--- config.mk ---
export PLATFORM = sky130hd
export DESIGN_NAME = gem_cluster_rom_sched_flat
export DESIGN_NICKNAME = d
export VERILOG_FILES = /design/src/rtl/gem_cluster_rom_sched_if.sv /design/src/rtl/gem_cluster_rom_sched.sv /design/src/flat_wrapper.sv
export SDC_FILE = /design/constraint.sdc
export NUM_CORES = 1
export LEC_CHECK = 0
export ABC_CLOCK_PERIOD_IN_PS = 6370
export CAP_MARGIN = 20
export CELL_PAD_IN_SITES_DETAIL_PLACEMENT = 1
export CELL_PAD_IN_SITES_GLOBAL_PLACEMENT = 1
export CORE_ASPECT_RATIO = 0.5
export CORE_MARGIN = 10
export CORE_UTILIZATION = 30
export CTS_BUF_LIST = sky130_fd_sc_hd__clkbuf_16
export DETAILED_ROUTE_END_ITERATION = 10
export MAX_ROUTING_LAYER = met4
export PLACE_DENSITY_LB_ADDON = 0.1
export SETUP_SLACK_MARGIN = 0.05
export SYNTH_ARGS = -nofsm -noshare
export SYNTH_HDL_FRONTEND = slang
export SYNTH_SLANG_ARGS = --single-unit
--- constraint.sdc ---
create_clock -name clock -period 6.37 [get_ports clock]
set_clock_uncertainty 0.1 [all_clocks]
set_input_delay 1.274 -clock clock [delete_from_list [all_inputs] [get_ports clock]]
set_output_delay 1.274 -clock clock [all_outputs]
set_load 0.03 [all_outputs]
--- src/rtl/gem_cluster_rom_sched_if.sv ---
// gem_cluster_rom_sched_if
// Bundles the frame-input and translator-output signals of the GEM cluster
// ROM scheduler.
//   slave  : scheduler side (receives frames, drives issue/result/status)
//   master : the environment side (cluster receiver, translator, matcher)
// Signals:
//   frame_start, clusters_in[NCL*14], vpf_in[NCL], ovf_clear   -> scheduler
//   iss_cluster[14], iss_vpf, iss_roll, iss_pad, iss_size,
//   iss_idx, res_valid, res_idx, frame_done, busy, overflow    <- scheduler
interface gem_cluster_rom_sched_if #(
  parameter int NCL  = 8,
  parameter int IDXB = 3
);
  logic                frame_start;
  logic [NCL*14-1:0]   clusters_in;
  logic [NCL-1:0]      vpf_in;
  logic                ovf_clear;

  logic [13:0]         iss_cluster;
  logic                iss_vpf;
  logic [2:0]          iss_roll;
  logic [7:0]          iss_pad;
  logic [2:0]          iss_size;
  logic [IDXB-1:0]     iss_idx;
  logic                res_valid;
  logic [IDXB-1:0]     res_idx;
  logic                frame_done;
  logic                busy;
  logic                overflow;

  modport slave (
    input  frame_start, clusters_in, vpf_in, ovf_clear,
    output iss_cluster, iss_vpf, iss_roll, iss_pad, iss_size, iss_idx,
           res_valid, res_idx, frame_done, busy, overflow
  );

  modport master (
    output frame_start, clusters_in, vpf_in, ovf_clear,
    input  iss_cluster, iss_vpf, iss_roll, iss_pad, iss_size, iss_idx,
           res_valid, res_idx, frame_done, busy, overflow
  );
endinterface

--- src/rtl/gem_cluster_rom_sched.sv ---
// gem_cluster_rom_sched
// Time-multiplexes a frame of up to NCL GEM clusters, one per clock, into a
// single cluster_to_cscwirehalfstrip_rom translator (one-cycle latency).
// A frame is latched on frame_start, pending slots are issued lowest index
// first, res_valid/res_idx tag the translator output one cycle later, and
// frame_done pulses in the DRAIN cycle together with the last result.
// Ports:
//   clock  : fabric clock
//   reset  : asynchronous, active-high
//   bus    : gem_cluster_rom_sched_if.slave (frame inputs, issue/result/status)
// Build option:
//   GEM_SCHED_SKIP_INVALID_EN - when defined, only slots with vpf_in set are
//   issued (variable latency); otherwise every slot is issued (fixed latency).
module gem_cluster_rom_sched #(
  parameter int NCL  = 8,
  parameter int IDXB = 3
) (
  input  logic                     clock,
  input  logic                     reset,
  gem_cluster_rom_sched_if.slave   bus
);

  typedef enum logic [1:0] {S_IDLE, S_ISSUE, S_DRAIN} state_e;

  state_e          state_q, state_d;
  logic [NCL-1:0]  pend_q, pend_d;
  logic [NCL-1:0]  v_q;
  logic [13:0]     data_q [NCL];
  logic            res_valid_q;
  logic [IDXB-1:0] res_idx_q;
  logic            overflow_q, overflow_d;

  logic            accept;
  logic            drop;
  logic            issue;
  logic            found;
  logic [IDXB-1:0] p;
  logic [NCL-1:0]  p_onehot;
  logic [NCL-1:0]  pend_load;
  logic [13:0]     iss_cluster_w;
  logic [IDXB-1:0] iss_idx_w;

`ifdef GEM_SCHED_SKIP_INVALID_EN
  assign pend_load = bus.vpf_in;
`else
  assign pend_load = '1;
`endif

  // Lowest set bit of pend: scan downward so the last hit is the lowest.
  always_comb begin : pick_lowest
    found = 1'b0;
    p     = '0;
    for (int i = NCL - 1; i >= 0; i--) begin
      if (pend_q[i]) begin
        found = 1'b1;
        p     = IDXB'(i);
      end
    end
  end

  assign p_onehot = found ? ({{(NCL-1){1'b0}}, 1'b1} << p) : '0;

  // NOTE: every signal assigned in this block gets a default first, so no
  // path through the case leaves one unassigned and no latch is inferred.
  always_comb begin : next_state
    state_d = state_q;
    pend_d  = pend_q;
    accept  = 1'b0;
    drop    = 1'b0;
    issue   = 1'b0;
    unique case (state_q)
      S_IDLE: begin
        if (bus.frame_start) begin
          accept  = 1'b1;
          state_d = S_ISSUE;
        end
      end
      S_ISSUE: begin
        // A frame arriving while issuing cannot be held; it is dropped.
        drop   = bus.frame_start;
        issue  = found;
        pend_d = pend_q & ~p_onehot;
        if (pend_d == '0) state_d = S_DRAIN;
      end
      S_DRAIN: begin
        if (bus.frame_start) begin
          accept  = 1'b1;
          state_d = S_ISSUE;
        end else begin
          state_d = S_IDLE;
        end
      end
      default: state_d = S_IDLE;
    endcase
    if (accept) pend_d = pend_load;
  end

  // A drop coinciding with ovf_clear must leave the flag set.
  assign overflow_d = drop ? 1'b1 : (bus.ovf_clear ? 1'b0 : overflow_q);

  assign iss_cluster_w = issue ? data_q[p] : 14'd0;
  assign iss_idx_w     = issue ? p : '0;

  // NOTE: state uses non-blocking assignments so every register samples the
  // pre-edge values regardless of statement order.
  always_ff @(posedge clock or posedge reset) begin
    if (reset) begin
      state_q     <= S_IDLE;
      pend_q      <= '0;
      res_valid_q <= 1'b0;
      res_idx_q   <= '0;
      overflow_q  <= 1'b0;
    end else begin
      state_q     <= state_d;
      pend_q      <= pend_d;
      res_valid_q <= issue;
      res_idx_q   <= iss_idx_w;
      overflow_q  <= overflow_d;
    end
  end

  // NOTE: the frame store is reset as well, so an abandoned frame can never
  // leak stale cluster data into a later issue cycle.
  always_ff @(posedge clock or posedge reset) begin
    if (reset) begin
      v_q <= '0;
      for (int i = 0; i < NCL; i++) data_q[i] <= 14'd0;
    end else if (accept) begin
      v_q <= bus.vpf_in;
      for (int i = 0; i < NCL; i++) data_q[i] <= bus.clusters_in[14*i +: 14];
    end
  end

  assign bus.iss_cluster = iss_cluster_w;
  assign bus.iss_vpf     = issue & v_q[p];
  assign bus.iss_size    = iss_cluster_w[13:11];
  assign bus.iss_roll    = iss_cluster_w[10:8];
  assign bus.iss_pad     = iss_cluster_w[7:0];
  assign bus.iss_idx     = iss_idx_w;
  assign bus.res_valid   = res_valid_q;
  assign bus.res_idx     = res_idx_q;
  assign bus.frame_done  = (state_q == S_DRAIN);
  assign bus.busy        = (state_q == S_ISSUE) || (state_q == S_DRAIN);
  assign bus.overflow    = overflow_q;

endmodule

--- src/flat_wrapper.sv ---
// flat-port wrapper written by rule: the top's interface ports become plain ports
module gem_cluster_rom_sched_flat 
#(
  parameter int NCL  = 8,
  parameter int IDXB = 3
)
  (clock, reset, bus_frame_start, bus_clusters_in, bus_vpf_in, bus_ovf_clear, bus_iss_cluster, bus_iss_vpf, bus_iss_roll, bus_iss_pad, bus_iss_size, bus_iss_idx, bus_res_valid, bus_res_idx, bus_frame_done, bus_busy, bus_overflow);
  gem_cluster_rom_sched_if #(.NCL(NCL), .IDXB(IDXB)) bus_i ();
  input  logic clock;
  input  logic reset;
  input wire logic [$bits(bus_i.frame_start)-1:0] bus_frame_start;
  input wire logic [$bits(bus_i.clusters_in)-1:0] bus_clusters_in;
  input wire logic [$bits(bus_i.vpf_in)-1:0] bus_vpf_in;
  input wire logic [$bits(bus_i.ovf_clear)-1:0] bus_ovf_clear;
  output wire logic [$bits(bus_i.iss_cluster)-1:0] bus_iss_cluster;
  output wire logic [$bits(bus_i.iss_vpf)-1:0] bus_iss_vpf;
  output wire logic [$bits(bus_i.iss_roll)-1:0] bus_iss_roll;
  output wire logic [$bits(bus_i.iss_pad)-1:0] bus_iss_pad;
  output wire logic [$bits(bus_i.iss_size)-1:0] bus_iss_size;
  output wire logic [$bits(bus_i.iss_idx)-1:0] bus_iss_idx;
  output wire logic [$bits(bus_i.res_valid)-1:0] bus_res_valid;
  output wire logic [$bits(bus_i.res_idx)-1:0] bus_res_idx;
  output wire logic [$bits(bus_i.frame_done)-1:0] bus_frame_done;
  output wire logic [$bits(bus_i.busy)-1:0] bus_busy;
  output wire logic [$bits(bus_i.overflow)-1:0] bus_overflow;
  assign bus_i.frame_start = bus_frame_start;
  assign bus_i.clusters_in = bus_clusters_in;
  assign bus_i.vpf_in = bus_vpf_in;
  assign bus_i.ovf_clear = bus_ovf_clear;
  assign bus_iss_cluster = bus_i.iss_cluster;
  assign bus_iss_vpf = bus_i.iss_vpf;
  assign bus_iss_roll = bus_i.iss_roll;
  assign bus_iss_pad = bus_i.iss_pad;
  assign bus_iss_size = bus_i.iss_size;
  assign bus_iss_idx = bus_i.iss_idx;
  assign bus_res_valid = bus_i.res_valid;
  assign bus_res_idx = bus_i.res_idx;
  assign bus_frame_done = bus_i.frame_done;
  assign bus_busy = bus_i.busy;
  assign bus_overflow = bus_i.overflow;
  gem_cluster_rom_sched #(.NCL(NCL), .IDXB(IDXB)) u_core (.clock(clock), .reset(reset), .bus(bus_i));
endmodule
; After elaboration in Yosys (flattened, before gate mapping)
; Cells that the tools add are included.
[classes]
magnitude_cmp = 2
n_eq_ne = 4
shift = 1
n_mux = 36
n_bitwise = 4
reduce_logical = 7
[ops]
columns = op, count
row1 = 14-bit binary-select mux with 3-bit select, 1
row2 = 14-bit 2-to-1 mux, 3
row3 = 3-bit 2-to-1 mux, 9
row4 = 8-bit 2-to-1 mux, 3
row5 = 1-bit 2-to-1 mux, 16
row6 = 8-bit bitwise AND, 1
row7 = 8-bit logical NOT, 1
row8 = 8-bit NOT, 1
row9 = 1-bit by 3-bit << shifter with 8-bit output (first input constant), 1
row10 = 2-bit one-hot mux with 3 select lines, 1
row11 = 4-bit >= comparator (second input constant), 1
row12 = 3-bit by 4-bit < comparator with 1-bit output (second input constant), 1
row13 = 2-bit 2-to-1 mux, 2
row14 = 3-bit NOT with 4-bit output, 1
row15 = 2-bit nonzero test, 2
row16 = 1-bit binary-select mux with 3-bit select, 1
row17 = 2-bit by 1-bit equality test with 1-bit output (second input constant), 1
row18 = 2-bit equality test (second input constant), 1
row19 = 2-bit logical NOT, 1
row20 = 2-bit by 1-bit inequality test with 1-bit output (second input constant), 1
row21 = 2-bit inequality test (second input constant), 1
row22 = 2-bit AND reduction, 1
row23 = 2-bit OR reduction, 1
row24 = 1-bit bitwise AND, 1
row25 = 1-bit logical OR, 1
[totals]
regBits = 135
output_inout_bits = 39
wordCells = 68

; Longest topological paths before layout
[depth]
depth_word = 15
depth_mapped = 10
mapped_depth_nobuf = 7

; Least setup slack after synthesis
; OpenSTA, ideal clock, no wires.
[synth_timing]
kind = reg2out
start = register u_core.pend_q[3]
end = output port bus_iss_pad[3]
arrival_time_ns = 2.544
required_time_ns = 4.996
path_slack_ns = 2.452
stages_incl_launch_ff = 8
n_path_buf = 2
path_cell_list = dfrtp_1 buf_2 nor2_1 o31ai_1 and2_1 o2bb2ai_1 o31ai_1 buf_4
[synth_between]
elab_chain_len = 9
[synth_rtl]
columns = item, line
row1 = "start, declared", gem_cluster_rom_sched.sv:26  ; logic [NCL-1:0] pend_q, pend_d;
row2 = "start signal, assigned", gem_cluster_rom_sched.sv:115  ; pend_q <= pend_d;
row3 = 3-bit 2-to-1 mux (4 in series), gem_cluster_rom_sched.sv:54  ; if (pend_q[i]) begin
row4 = 3-bit NOT with 4-bit output (not written as such), gem_cluster_rom_sched.sv:101  ; assign iss_cluster_w = issue ? data_q[p] : 14'd0;
row5 = 14-bit binary-select mux with 3-bit select, gem_cluster_rom_sched.sv:101
row6 = 14-bit 2-to-1 mux (not written as such) (2 in series), gem_cluster_rom_sched.sv:101
row7 = 14-bit 2-to-1 mux *, gem_cluster_rom_sched.sv:101
row8 = "end, declared", flat_wrapper.sv:18  ; output wire logic [$bits(bus_i.iss_pad)-1:0] bus_iss_pad;
; Every way passes the cells marked *; elsewhere a longest branch is shown, timed or not. The select of a mux whose other input is x is not followed.

; Worst setup path after layout
[layout_timing]
start = register u_core.pend_q[2]
end = output port bus_iss_cluster[1]
[layout_between]
elab_chain_len = 8
[layout_rtl]
columns = item, line
row1 = 3-bit 2-to-1 mux (3 in series), gem_cluster_rom_sched.sv:54
row2 = 3-bit NOT with 4-bit output (not written as such), gem_cluster_rom_sched.sv:101
row3 = 14-bit binary-select mux with 3-bit select, gem_cluster_rom_sched.sv:101
row4 = 14-bit 2-to-1 mux (not written as such) (2 in series), gem_cluster_rom_sched.sv:101
row5 = 14-bit 2-to-1 mux *, gem_cluster_rom_sched.sv:101
row6 = "end, declared", flat_wrapper.sv:15  ; output wire logic [$bits(bus_i.iss_cluster)-1:0] bus_iss_cluster;
; Marks and branches as above.

==> impl_results.md <==
- Outcome: finished clean
- Slowest-stage cell, CP: o21ai_4
- Count of final setup violators: 0
- # Post-CTS Setup Buffers: 0
- Buffers on Ports: ~160
- Most used DFF post-synth: dfrtp_1
- Final hold slack: 0.401 ns
- Crit path DAT: ~3.7 ns
- TritonCTS clock tree: done
- GR Util met2: between 20% and 30%
- Ant diodes: 0
- Final core occ: 42.1%
- First drt pass iteration count: 4
- Seq cells post-synth: roughly 140
- Worst VDD drop: between 0.0003 and 0.0004 V
- # fillers: between 2,000 and 2,500
- Seq/Total Area, Yosys: 53.3%
- DR iter-0 viols: ~250
- Seq pwr share: between 30% and 40%
- Post-synth EDFFs: 0
- Setup ws final: between 1 and 1.5 ns
- TNS Setup: 0 ns
- Reg clk slew, reported paths: 0.06 ns
- RSZ-0062 raised after global routing: false
- Die Height: 123 um
- Clock Latency Late Sink: around 0.42 ns
- Post-CTS sizing: 0
- Syn nets: 618
- Total Wirelength: roughly 20 mm
- Mean post-synth cell area: 13.0 um^2
- Sw frac: between 30% and 40%
- Pint: about 2.8 mW
- Fin. Hold Viols: 0
- GRT Util Overall: ~15%
- Share of layout cells above drive strength 1: 27.6%
- Final period util: between 70% and 80%
- Final ANT Viol Nets: 0
- Core area: around 21,000 um^2
- Beginning of the critical path: u_core.pend_q[2]$_DFFE_PP0P_
- Die ar.: 27,700 um^2
- Clock Sink Count: between 100 and 150
- CP Class: reg -> out
- Routed len/inst: roughly 22 um
- Max cap viols: 0
- Total Nets Final: between 700 and 800
- Number of global-route vias before repair: approximately 5,000
- Fin crit period: a little over 5 ns
- Placed cell count: between 800 and 900
- Critical Path Max Stage Delay: between 0.8 and 0.9 ns
- Clock Power Share: 21.1%
- Reg-to-reg startpoint: u_core.state_q[1]$_DFFE_PP0P_
- Syn Inst Count: a little under 500
- Slew Viols, Final: 0
- Crit Path Max Fanout: 30
- CP Data Required Time: approximately 5.0 ns
- Combinational Power Share: between 40 and 50%
- Post-synth ARST share: 100%
- R2R setup slack: between 3 and 4 ns
- Net Sw Power: roughly 1.7 mW
- CTS Buffer Depth: 2
- Post-route cell area: roughly 8700 um^2
- I/O pin cnt: 163
- Max-slew headroom: approximately 29%
- Via count: between 4,000 and 5,000
- Most frequent cells in the layout: clkdlybuf4s50_1 (162), dfrtp_1 (135), mux2_2 (121)
- Worst Max-Slew Pin Slew: between 1 and 1.5 ns
- Post-DP Area: between 8000 and 9000 um^2
- Total design power: ~4.5 mW
- Dpl ws: roughly 1.6 ns
- Largest net degree at the start of global routing: between 100 and 150
- TritonCTS buffer count: 17
- Met1 Use GR: 18.0%
- GPL Wtd Cong: slightly below 0.8
- Die Width: roughly 230 um
- Hpwl dp: ~14 mm
- Cell Pwr Density: about 510 nW/um^2
- CP Cell Sequence: nor4b_1 > o21ai_4 > o22ai_1 > a22oi_1 > o21a_1 > clkdlybuf4s50_1
- First-pass GRT wire length: 30.2 mm
- Vias per std cell: slightly below 5
- P_leak: roughly 3.4 nW
- CP Launch Type: flip-flop
- Final Non-Filler Cells: around 910
- Commonest non-fill, non-tap cell in the layout: clkdlybuf4s50_1
- Grt ovf: 0
- YS warnings: 0
- Fmax: 197 MHz
- H-Tree Depth: 4
- P&R area growth vs syn: 37.2%
- Busiest grt layer: met2
- CP endpoint kind: primary output
- Antenna violations before repair: 0
- Met3 usage: 3.40%
- Drt drc: 0
- Root Driver: clkbuf_16
- Worst Hold Class: reg -> reg
- Hold path startpoint: u_core.data_q[62]$_DFFE_PP0P_
- Starting density of the core: between 30% and 40%
- Row Count: 37
- Hold Buf Count CTS: 0
- Synth unique cells: between 40 and 50
- Area of the multi-input gates: between 2000 and 3000 um^2
- Register area: 3380 um^2
- Mapped Area: ~6300 um^2
[Yosys cell counts (2+ instances only)]
library cell	instances	area (um^2)
inv_1	8	30.0
clkbuf_1	9	33.8
buf_2	20	100
o21a_1	10	75.1
o22ai_1	14	87.6
buf_4	16	120
nor3b_1	2	15.0
or3_1	2	12.5
a221o_1	2	20.0
o221ai_1	17	149
or2_2	4	25.0
o31ai_1	4	30.0
nor4_1	2	12.5
nor3_1	3	15.0
dfrtp_1	135	3380
o21ai_0	17	85.1
mux2_2	121	1360
nor2_1	17	63.8
nand2_1	10	37.5
nor4b_1	2	17.5
o221a_2	2	22.5
a21oi_1	12	60.1
buf_6	2	22.5
o2bb2ai_1	4	35.0
mux2i_1	18	180
a211oi_1	3	22.5
a22oi_1	6	45.0
o221ai_2	2	30.0
ha_1	5	62.6
[power by group through the flow]
stage / combinational (mW) / clock [mW] / sequential (mW)
3_5_place_dp: 2.03 / 0 / 1.53
4_1_cts: 2.03 / 0.971 / 1.52
5_1_grt: 2.17 / 1.02 / 1.57
6_report: 2.01 / 0.943 / 1.52
3_3_place_gp: 1.99 / 0 / 1.52
2_1_floorplan: 1.44 / 0 / 1.45
[path summary, 6_finish.rpt]
path                                                        end  cells past startpoint
worst min register to register    u_core.data_q[62]$_DFFE_PP0P_                      1
min in group asynchronous             u_core.v_q[2]$_DFFE_PP0P_                      2
worst min-delay path              u_core.data_q[62]$_DFFE_PP0P_                      1
worst max-delay path                         bus_iss_cluster[1]                      6
max in group asynchronous        u_core.data_q[105]$_DFFE_PP0P_                      3
worst max register to register  u_core.bus.res_idx[1]$_DFF_PP0_                      6
[layer usage]
metal  vias to the layer above  wire, um
met3                        13       585
met1                      2335      9040
li1                       2080         -
met5                         -         0
met4                         0       191
met2                        68     10000
[logic make-up after synthesis]
group / Yosys count / synth area share [%]
adders and majority gates: 5 / 0.987
DFF: 135 / 53.3
and+or+nand+nor: 53 / 4.76
buffers and inverters: 56 / 4.94
muxes: 139 / 24.3
AOI/OAI and AO/OA: 101 / 11.7
[worst max-delay path: cells and delay by family, from the launching register on]
family | cells | cell delay (ns)
buffers and inverters | 1 | 0.70
DFF | 1 | 0.64
and+or+nand+nor | 1 | 0.16
AOI/OAI and AO/OA | 4 | 1.76
[registers in the layout, indices dropped and copies added, names as in the netlist]
register / flops
u_core.bus.overflow: 1
u_core.bus.res_idx: 3
u_core.bus.res_valid: 1
u_core.data_q: 112
u_core.pend_q: 8
u_core.state_q: 2
u_core.v_q: 8
[cell type report]
class / instances / share of cell area, %
clock buffers: 17 / 4.89
clock inverters: 15 / 1.50
inverters: 9 / 0.475
multi-input cells: 298 / 30.9
flip-flops and latches: 135 / 38.8
well taps: 273 / 3.93
repair buffers: 167 / 19.5
(Power assumes the default switching activity.)
